[config.mk]
export PLATFORM = sky130hd
export DESIGN_NAME = edge_event_scheduler_flat
export DESIGN_NICKNAME = d
export VERILOG_FILES = /design/src/rtl/edge_event_scheduler_if.sv /design/src/rtl/edge_event_scheduler.sv /design/src/flat_wrapper.sv
export SDC_FILE = /design/constraint.sdc
export NUM_CORES = 1
export LEC_CHECK = 0
export CAP_MARGIN = 20
export CORE_MARGIN = 3
export CORE_UTILIZATION = 54
export CTS_BUF_LIST = sky130_fd_sc_hd__clkbuf_4 sky130_fd_sc_hd__clkbuf_8
export DETAILED_ROUTE_END_ITERATION = 16
export PLACE_DENSITY = 0.83
export SETUP_SLACK_MARGIN = 0.02
export SLEW_MARGIN = 5
export SYNTH_ARGS = -nofsm -noshare
export SYNTH_HDL_FRONTEND = slang
export SYNTH_SLANG_ARGS = --single-unit
[constraint.sdc]
create_clock -name clk_i -period 4.6 [get_ports clk_i]
set_clock_uncertainty 0.15 [all_clocks]
set_input_delay 1.38 -clock clk_i [delete_from_list [all_inputs] [get_ports clk_i]]
set_output_delay 1.38 -clock clk_i [all_outputs]
set_load 0.02 [all_outputs]
[src/rtl/edge_event_scheduler_if.sv]
// Event handshake bundle between the edge scheduler and its consumer.
// Carries the offered line index with valid/ready qualification.
// The producer holds valid and id stable until ready is seen.
interface edge_event_scheduler_if #(
  parameter int NUM_LINES = 8
);
  localparam int IDX_W = $clog2(NUM_LINES);

  logic             evt_valid;
  logic             evt_ready;
  logic [IDX_W-1:0] evt_id;

  modport master (
    output evt_valid,
    output evt_id,
    input  evt_ready
  );

  modport slave (
    input  evt_valid,
    input  evt_id,
    output evt_ready
  );
endinterface

[src/rtl/edge_event_scheduler.sv]
// Per-line edge detector with pending/overrun tracking and a round-robin event server.
// Latency: edge sampled at T -> pending after T -> evt_valid after T+1; one event/cycle back-to-back.
// Backpressure: offered event held while ready is low; further edges on pending lines flag overrun.
module edge_event_scheduler #(
  parameter int NUM_LINES = 8
) (
  input  logic                   clk_i,
  input  logic                   arst_ni,
  input  logic [NUM_LINES-1:0]   lines_i,
  input  logic [2*NUM_LINES-1:0] mode_i,
  edge_event_scheduler_if.master evt_o,
  output logic [NUM_LINES-1:0]   pending_o,
  output logic [NUM_LINES-1:0]   overrun_o,
  input  logic [NUM_LINES-1:0]   overrun_clr_i
);
  localparam int IDX_W = $clog2(NUM_LINES);

  typedef enum logic [0:0] {
    IDLE  = 1'b0,
    OFFER = 1'b1
  } state_e;

  state_e               state_q, state_d;
  logic [NUM_LINES-1:0] prev_q;
  logic [NUM_LINES-1:0] pending_q, pending_d;
  logic [NUM_LINES-1:0] overrun_q, overrun_d;
  logic [IDX_W-1:0]     rr_ptr_q, rr_ptr_d;
  logic [IDX_W-1:0]     evt_id_q, evt_id_d;
  logic                 evt_valid_q, evt_valid_d;

  logic [NUM_LINES-1:0] line_en;
  logic [NUM_LINES-1:0] edge_det;
  logic [NUM_LINES-1:0] cand;
  logic [NUM_LINES-1:0] take_vec;
  logic [NUM_LINES-1:0] overrun_set;
  logic                 found;
  logic [IDX_W-1:0]     win_idx;
  logic                 take;

  // Per-line edge qualification against the selected mode; mode 00 disables the line.
  always_comb begin
    line_en  = '0;
    edge_det = '0;
    for (int i = 0; i < NUM_LINES; i++) begin
      line_en[i]  = (mode_i[2*i +: 2] != 2'b00);
      edge_det[i] = ((mode_i[2*i +: 2] == 2'b01) & ~prev_q[i] &  lines_i[i]) |
                    ((mode_i[2*i +: 2] == 2'b10) &  prev_q[i] & ~lines_i[i]) |
                    ((mode_i[2*i +: 2] == 2'b11) & (prev_q[i] ^  lines_i[i]));
    end
  end

  // Disabled lines are never served even if their pending bit has not yet been flushed.
  assign cand = pending_q & line_en;

  // Round-robin pick: first candidate scanning upward from rr_ptr+1 with wrap-around.
  always_comb begin
    found   = 1'b0;
    win_idx = '0;
    for (int k = 1; k <= NUM_LINES; k++) begin
      if (!found && cand[(int'(rr_ptr_q) + k) % NUM_LINES]) begin
        found   = 1'b1;
        win_idx = IDX_W'((int'(rr_ptr_q) + k) % NUM_LINES);
      end
    end
  end

  // Serving FSM: load a winner from IDLE, or chain the next one on a handshake in OFFER.
  always_comb begin
    state_d     = state_q;
    evt_valid_d = evt_valid_q;
    evt_id_d    = evt_id_q;
    rr_ptr_d    = rr_ptr_q;
    take        = 1'b0;
    case (state_q)
      IDLE: begin
        if (found) begin
          take        = 1'b1;
          evt_valid_d = 1'b1;
          evt_id_d    = win_idx;
          rr_ptr_d    = win_idx;
          state_d     = OFFER;
        end
      end
      OFFER: begin
        if (evt_o.evt_ready) begin
          if (found) begin
            take     = 1'b1;
            evt_id_d = win_idx;
            rr_ptr_d = win_idx;
          end else begin
            evt_valid_d = 1'b0;
            state_d     = IDLE;
          end
        end
      end
      default: begin
        evt_valid_d = 1'b0;
        state_d     = IDLE;
      end
    endcase
  end

  // Pending/overrun next state; an edge on the line being consumed re-arms it without overrun.
  always_comb begin
    take_vec = '0;
    for (int i = 0; i < NUM_LINES; i++) begin
      take_vec[i] = take && (win_idx == IDX_W'(i));
    end
    pending_d   = ((pending_q & ~take_vec) | edge_det) & line_en;
    overrun_set = edge_det & pending_q & ~take_vec;
    overrun_d   = (overrun_q & ~overrun_clr_i) | overrun_set;
  end

  // State registers; reset leaves line 0 with first priority.
  always_ff @(posedge clk_i or negedge arst_ni) begin
    if (!arst_ni) begin
      state_q     <= IDLE;
      prev_q      <= '0;
      pending_q   <= '0;
      overrun_q   <= '0;
      rr_ptr_q    <= IDX_W'(NUM_LINES - 1);
      evt_id_q    <= '0;
      evt_valid_q <= 1'b0;
    end else begin
      state_q     <= state_d;
      prev_q      <= lines_i;
      pending_q   <= pending_d;
      overrun_q   <= overrun_d;
      rr_ptr_q    <= rr_ptr_d;
      evt_id_q    <= evt_id_d;
      evt_valid_q <= evt_valid_d;
    end
  end

  assign evt_o.evt_valid = evt_valid_q;
  assign evt_o.evt_id    = evt_id_q;
  assign pending_o       = pending_q;
  assign overrun_o       = overrun_q;

endmodule
[src/flat_wrapper.sv]
// flat-port wrapper written by rule: the top's interface ports become plain ports
module edge_event_scheduler_flat 
#(
  parameter int NUM_LINES = 8
)
  (clk_i, arst_ni, lines_i, mode_i, pending_o, overrun_o, overrun_clr_i, evt_o_evt_valid, evt_o_evt_id, evt_o_evt_ready);
  edge_event_scheduler_if #(.NUM_LINES(NUM_LINES)) evt_o_i ();
  input  logic clk_i;
  input  logic arst_ni;
  input  logic [NUM_LINES-1:0] lines_i;
  input  logic [2*NUM_LINES-1:0] mode_i;
  output logic [NUM_LINES-1:0] pending_o;
  output logic [NUM_LINES-1:0] overrun_o;
  input  logic [NUM_LINES-1:0] overrun_clr_i;
  output wire logic [$bits(evt_o_i.evt_valid)-1:0] evt_o_evt_valid;
  output wire logic [$bits(evt_o_i.evt_id)-1:0] evt_o_evt_id;
  input wire logic [$bits(evt_o_i.evt_ready)-1:0] evt_o_evt_ready;
  assign evt_o_evt_valid = evt_o_i.evt_valid;
  assign evt_o_evt_id = evt_o_i.evt_id;
  assign evt_o_i.evt_ready = evt_o_evt_ready;
  edge_event_scheduler #(.NUM_LINES(NUM_LINES)) u_core (.clk_i(clk_i), .arst_ni(arst_ni), .lines_i(lines_i), .mode_i(mode_i), .evt_o(evt_o_i), .pending_o(pending_o), .overrun_o(overrun_o), .overrun_clr_i(overrun_clr_i));
endmodule
==> key figures, run 1 <==
Outcome
  – Outcome: completed

Timing
  – Post-route minimum period: 4.32 ns
  – Hold WS: 0.347 ns
  – Slew headroom: 0.594
  – Slew of the pin with the lowest slew margin: 0.607 ns
  – Setup TNS: 0 ns
  – Hold Vio Cnt, Final: 0
  – Max-slew violations: 0
  – Setup violators final: 0
  – Fin crit share: 0.940
  – Max Fclk: 0.231 GHz
  – RSZ-0062 raised after global routing: false

Die
  – Core Box Area: 4820 sq um
  – Die area: 5940 sq um
  – Number of top-level pins: 55
  – Initial Util: 0.566
  – Die Span X: 77.1 um
  – Die Y: 77.1 um
  – Num rows: 25

Hold path
  – Hold Crit Depth: 1
  – WHS Endpoint: u_core.evt_o.evt_valid
  – Min-Delay Path Class: reg2reg
  – Worst Hold Launch: u_core.state_q

Placed design
  – Buffers on Ports: 54
  – Placement Cell Area: 3490 sq um
  – HPWL Detailed: 6280 um
  – RD Place Congestion: 1.01

Synthesis
  – Synthesized area: 2730 sq um
  – Syn Inst Count: 286
  – Post-synth EDFFs: 0
  – Share of the synthesized area in the top cell type: 0.266
  – Count of cell types in the netlist: 65
  – Yosys reg bits: 32
  – Area contributors post-synth: dfrtp_1, mux4_1, mux2i_1, mux4_2, a21oi_1
  – Syn_area_per_cell: 9.54 sq um
  – Asr flop ratio synth: 1.00
  – Ys flop type: dfrtp_1
  – Register area share after synthesis: 0.295
  – Synth area leader: dfrtp_1
  – Synth warnings: 0
  – Synth Net Count: 323

Cells and area
  – Post-Layout Inst Area: 3610 sq um
  – Footprint of the multi-input gates: 1800 sq um
  – Nets: 403
  – Fill cells: 382
  – Register area: 805 sq um
  – ANT cells: 0
  – Area growth from synthesis to layout: 32.4%
  – Share of cells above drive strength 1: 0.185

Setup path
  – CP arrival: 4.33 ns
  – R2R Path Start: u_core.rr_ptr_q[0]
  – CP Launch Type: primary input
  – Critical path's largest stage delay: 0.52 ns
  – Crit-path max FO: 6
  – Reg-to-Reg End: u_core.overrun_o[4]
  – Worst reg2reg setup slack: 0.69 ns
  – CP endpoint kind: flip-flop
  – Crit path max-delay family: simple AND/OR/NAND/NOR gates
  – Critical Path RT: 4.61 ns
  – Crit-path slowest cell: mux4_2
  – Critical path class: in2reg
  – Worst Reg2Reg Path Length in Cells: 10
  – WP buf/inv: 2
  – Worst-path cell chain: clkdlybuf4s50_1 > o21ai_1 > mux2i_1 > mux4_2 > nor3b_4 > nand4_1 > o211a_1 > nor4_2 > buf_4 > o221ai_1

Route
  – Routed wl met3: 571 um
  – Routed vias/inst: 6.53
  – Top sig layer: met4
  – DR DRC count: 0
  – Wirelength, routed: 8460 um
  – Met1 WL: 3760 um
  – Routed Antenna Nets: 0
  – DR pass1 iterations: 5
  – Routed via count: 2834
  – DR iter-0 viols: 373
  – Post-DR wirelength/cell: 19.5 um
  – Met2 routed WL: 3910 um

Clock network
  – Total clock sinks: 32
  – CTS tree: done
  – CTS Buf Count: 5
  – Post CTS Setup Buffer Count: 0
  – CTS Hold Bufs: 0
  – Htree depth: 2
  – Max clock buf depth: 2
  – Worst-Skew Late Latency: 0.29 ns
  – Worst-path clk slew: 0.08 ns
  – Root buf cell: clkbuf_8
  – Post-cts gate resize count: 0

GRT
  – Largest net degree at the start of global routing: 33
  – Grt total ovfl: 0
  – Vias in the first global route: 2738
  – GRT Total Usage: 0.291
  – First-pass GRT wire length: 13700 um
  – Initial antenna violation count: 0

Job
  – Max-Cap Viols: 0
logic make-up (layout without fill, tap and decap cells):
kind of cell               count (synthesis)  count (layout)  synth area share
buffers and inverters                     21             102            0.0449
adders and majority gates                  2               2           0.00917
DFF                                       32              32             0.295
xor gates and xnor gates                   3               3            0.0124
muxes                                     27              27             0.162
and+or+nand+nor                           86              86             0.166
AOI/OAI and AO/OA                        115             115             0.311
flip-flops by register name (all words and copies together), names as in the netlist:
name                    count
u_core.evt_o.evt_id         3
u_core.evt_o.evt_valid      1
u_core.overrun_o            8
u_core.pending_o            8
u_core.prev_q               8
u_core.rr_ptr_q             3
u_core.state_q              1
per-stage QoR:
stage	utilization	std cells	setup slack, ns
finish	0.750	434	0.277
global route	0.750	434	0.124
CTS	0.750	434	0.353
detailed placement	0.724	426	0.0667
global placement	0.724	426	0.0947
floorplan	-	286	0.828
layout make-up:
cell class                 count  area share
tap                           67      0.0232
clock inverter                 1     0.00831
clock buffer                   7      0.0267
inverter                      12      0.0125
sequential                    32       0.223
timing repair buffer          82       0.208
multi-input combinational    233       0.499
Yosys cell counts, drive strengths merged (4+ instances only):
cell type	instances
a211oi	4
nor2	17
nand3b	8
nor3	11
dfrtp	29
nor2b	5
inv	12
mux4	11
a21oi	19
o211ai	6
o221ai	6
a221oi	4
buf	4
nand2	26
o21a	13
a21o	4
a22oi	4
o21ai	25
clkbuf	5
mux2i	16
o22ai	12
worst max-delay path by stage:
stage	start	to	slack (ns)	cells after the start
global route	mode_i[2]	u_core.overrun_o[0]	0.12	9
global placement	mode_i[2]	u_core.overrun_o[4]	0.09	10
CTS	mode_i[4]	u_core.overrun_o[4]	0.35	10
finish	mode_i[6]	u_core.overrun_o[4]	0.28	10
detailed placement	mode_i[4]	u_core.overrun_o[4]	0.07	10
floorplan	mode_i[14]	u_core.overrun_o[5]	0.83	8
metal layers:
metal,vias up,GRT usage
met3,21,0.0352
met4,0,0.0836
li1,1288,-
met5,-,0
met2,148,0.484
met1,1377,0.400
layout by cell type, fill, tap and decap left out, drive strengths merged, types with 12 or more instances in the layout:
| cell | count |
|---|---|
| a21oi | 19 |
| nand2 | 26 |
| buf | 28 |
| o21a | 13 |
| inv | 12 |
| nor2 | 17 |
| dfrtp | 29 |
| o21ai | 25 |
| clkdlybuf4s50 | 54 |
| o22ai | 12 |
| mux2i | 16 |
Power of run 1 is not shown: default switching activity piles up to over one toggle a cycle in this logic, so the estimate is an artifact.
==> run 2: changes to the inputs <==
CORE_UTILIZATION = 46   (was 54)
CTS_CLUSTER_SIZE = 16   (was default)
PLACE_DENSITY = 0.73   (was 0.83)
RECOVER_POWER = 50   (was default)
==> key figures, run 2 (synthesis gave the netlist of run 1 again) <==
GRT
  – Largest net degree at the start of global routing: 33
  – First-pass GRT wire length: 13100 um
  – Grt total ovfl: 0
  – GRT Total Usage: 0.235
  – Initial antenna violation count: 0
  – Vias in the first global route: 2668

Hold path
  – Worst Hold Launch: u_core.state_q
  – Min-Delay Path Class: reg2reg

Route
  – Wirelength, routed: 8220 um
  – DR DRC count: 0
  – Met2 routed WL: 3940 um
  – Met1 WL: 3730 um
  – Top sig layer: met4
  – Routed wl met3: 431 um
  – DR pass1 iterations: 5
  – Routed via count: 2778
  – Post-DR wirelength/cell: 18.6 um
  – Routed vias/inst: 6.29
  – DR iter-0 viols: 319
  – Routed Antenna Nets: 0

Die
  – Core Box Area: 5610 sq um
  – Die Span X: 83.0 um
  – Number of top-level pins: 55
  – Die area: 6890 sq um
  – Num rows: 27
  – Die Y: 83.0 um
  – Initial Util: 0.487

Clock network
  – CTS tree: done
  – CTS Hold Bufs: 0
  – Post-cts gate resize count: 0
  – Total clock sinks: 32
  – CTS Buf Count: 5
  – Htree depth: 2
  – Worst-path clk slew: 0.07 ns
  – Max clock buf depth: 2
  – Post CTS Setup Buffer Count: 0
  – Root buf cell: clkbuf_8
  – Worst-Skew Late Latency: 0.28 ns

Setup path
  – CP endpoint kind: flip-flop
  – R2R Path Start: u_core.rr_ptr_q[0]
  – CP Launch Type: primary input
  – Critical Path RT: 4.60 ns
  – Critical path class: in2reg
  – CP arrival: 4.37 ns
  – Crit-path max FO: 6
  – Setup crit start: mode_i[14]

Timing
  – Max Fclk: 0.229 GHz
  – Post-route minimum period: 4.37 ns
  – Setup violators final: 0
  – RSZ-0062 raised after global routing: false
  – Hold WS: 0.309 ns
  – Slew of the pin with the lowest slew margin: 1.84 ns
  – Slew headroom: -0.226
  – Max-slew violations: 33
  – Fin crit share: 0.950
  – Hold Vio Cnt, Final: 0

Placed design
  – HPWL Detailed: 6270 um
  – RD Place Congestion: 0.981
  – Buffers on Ports: 54

Cells and area
  – Register area: 805 sq um
  – Share of cells above drive strength 1: 0.189
  – ANT cells: 0
  – Nets: 406
  – Area growth from synthesis to layout: 31.9%
  – Most frequent cells in the layout: clkdlybuf4s50_1, buf_4, dfrtp_1
  – Most common cell after layout, fill and taps aside: clkdlybuf4s50_1
  – Footprint of the multi-input gates: 1800 sq um
  – Fill cells: 492
  – Finished Core Util: 0.642

Outcome
  – Outcome: finished with violations
  – Failing checks: capacitance limit, slew limit

Job
  – Max-Cap Viols: 1
-- run 2: worst max-delay path, stage by stage --
cell             delay, ns
clkdlybuf4s50_1       0.47
o21ai_1               0.49
mux2i_1               0.15
mux4_2                0.53
nor3b_4               0.34
nand4_1               0.13
o211a_1               0.26
nor4_2                0.32
buf_4                 0.19
o221ai_1              0.12
-- run 2: through the flow --
stage / area, sq um / setup WS (ns) / instances / TNS, ns
after floorplan: 2730 / 0.828 / 286 / 0
after global placement: 3510 / -0.00108 / 434 / -0.00108
after detailed placement: 3510 / -0.00772 / 434 / -0.0114
after CTS: 3600 / 0.271 / 442 / 0
after global routing: 3600 / 0.120 / 442 / 0
final: 3600 / 0.228 / 442 / 0
-- run 2: final cells by class --
cell class                      instances  area share
Clock buffer                            7      0.0233
Multi-Input combinational cell        233       0.501
Sequential cell                        32       0.223
Tap cell                               72      0.0250
Timing Repair Buffer                   85       0.214
Inverter                               12      0.0125
Clock inverter                          1     0.00139
-- run 2: worst paths after layout --
| check | to | slack (ns) | depth (start not counted) |
|---|---|---|---|
| hold / removal | u_core.evt_o.evt_valid | 0.31 | 1 |
| setup / recovery | u_core.overrun_o[4] | 0.23 | 10 |
| setup reg to reg | u_core.overrun_o[4] | 0.78 | 10 |
| min in group asynchronous | u_core.overrun_o[1] | 1.97 | 2 |
| hold reg to reg | u_core.evt_o.evt_valid | 0.31 | 1 |
| max in group asynchronous | u_core.pending_o[4] | 1.26 | 2 |
-- run 2: metal layers --
metal / vias up / track usage
met3: 12 / 0.0288
met2: 114 / 0.390
li1: 1291 / -
met1: 1361 / 0.321
met4: 0 / 0.0713
met5: - / 0
Power of run 2 is left out for the same reason.
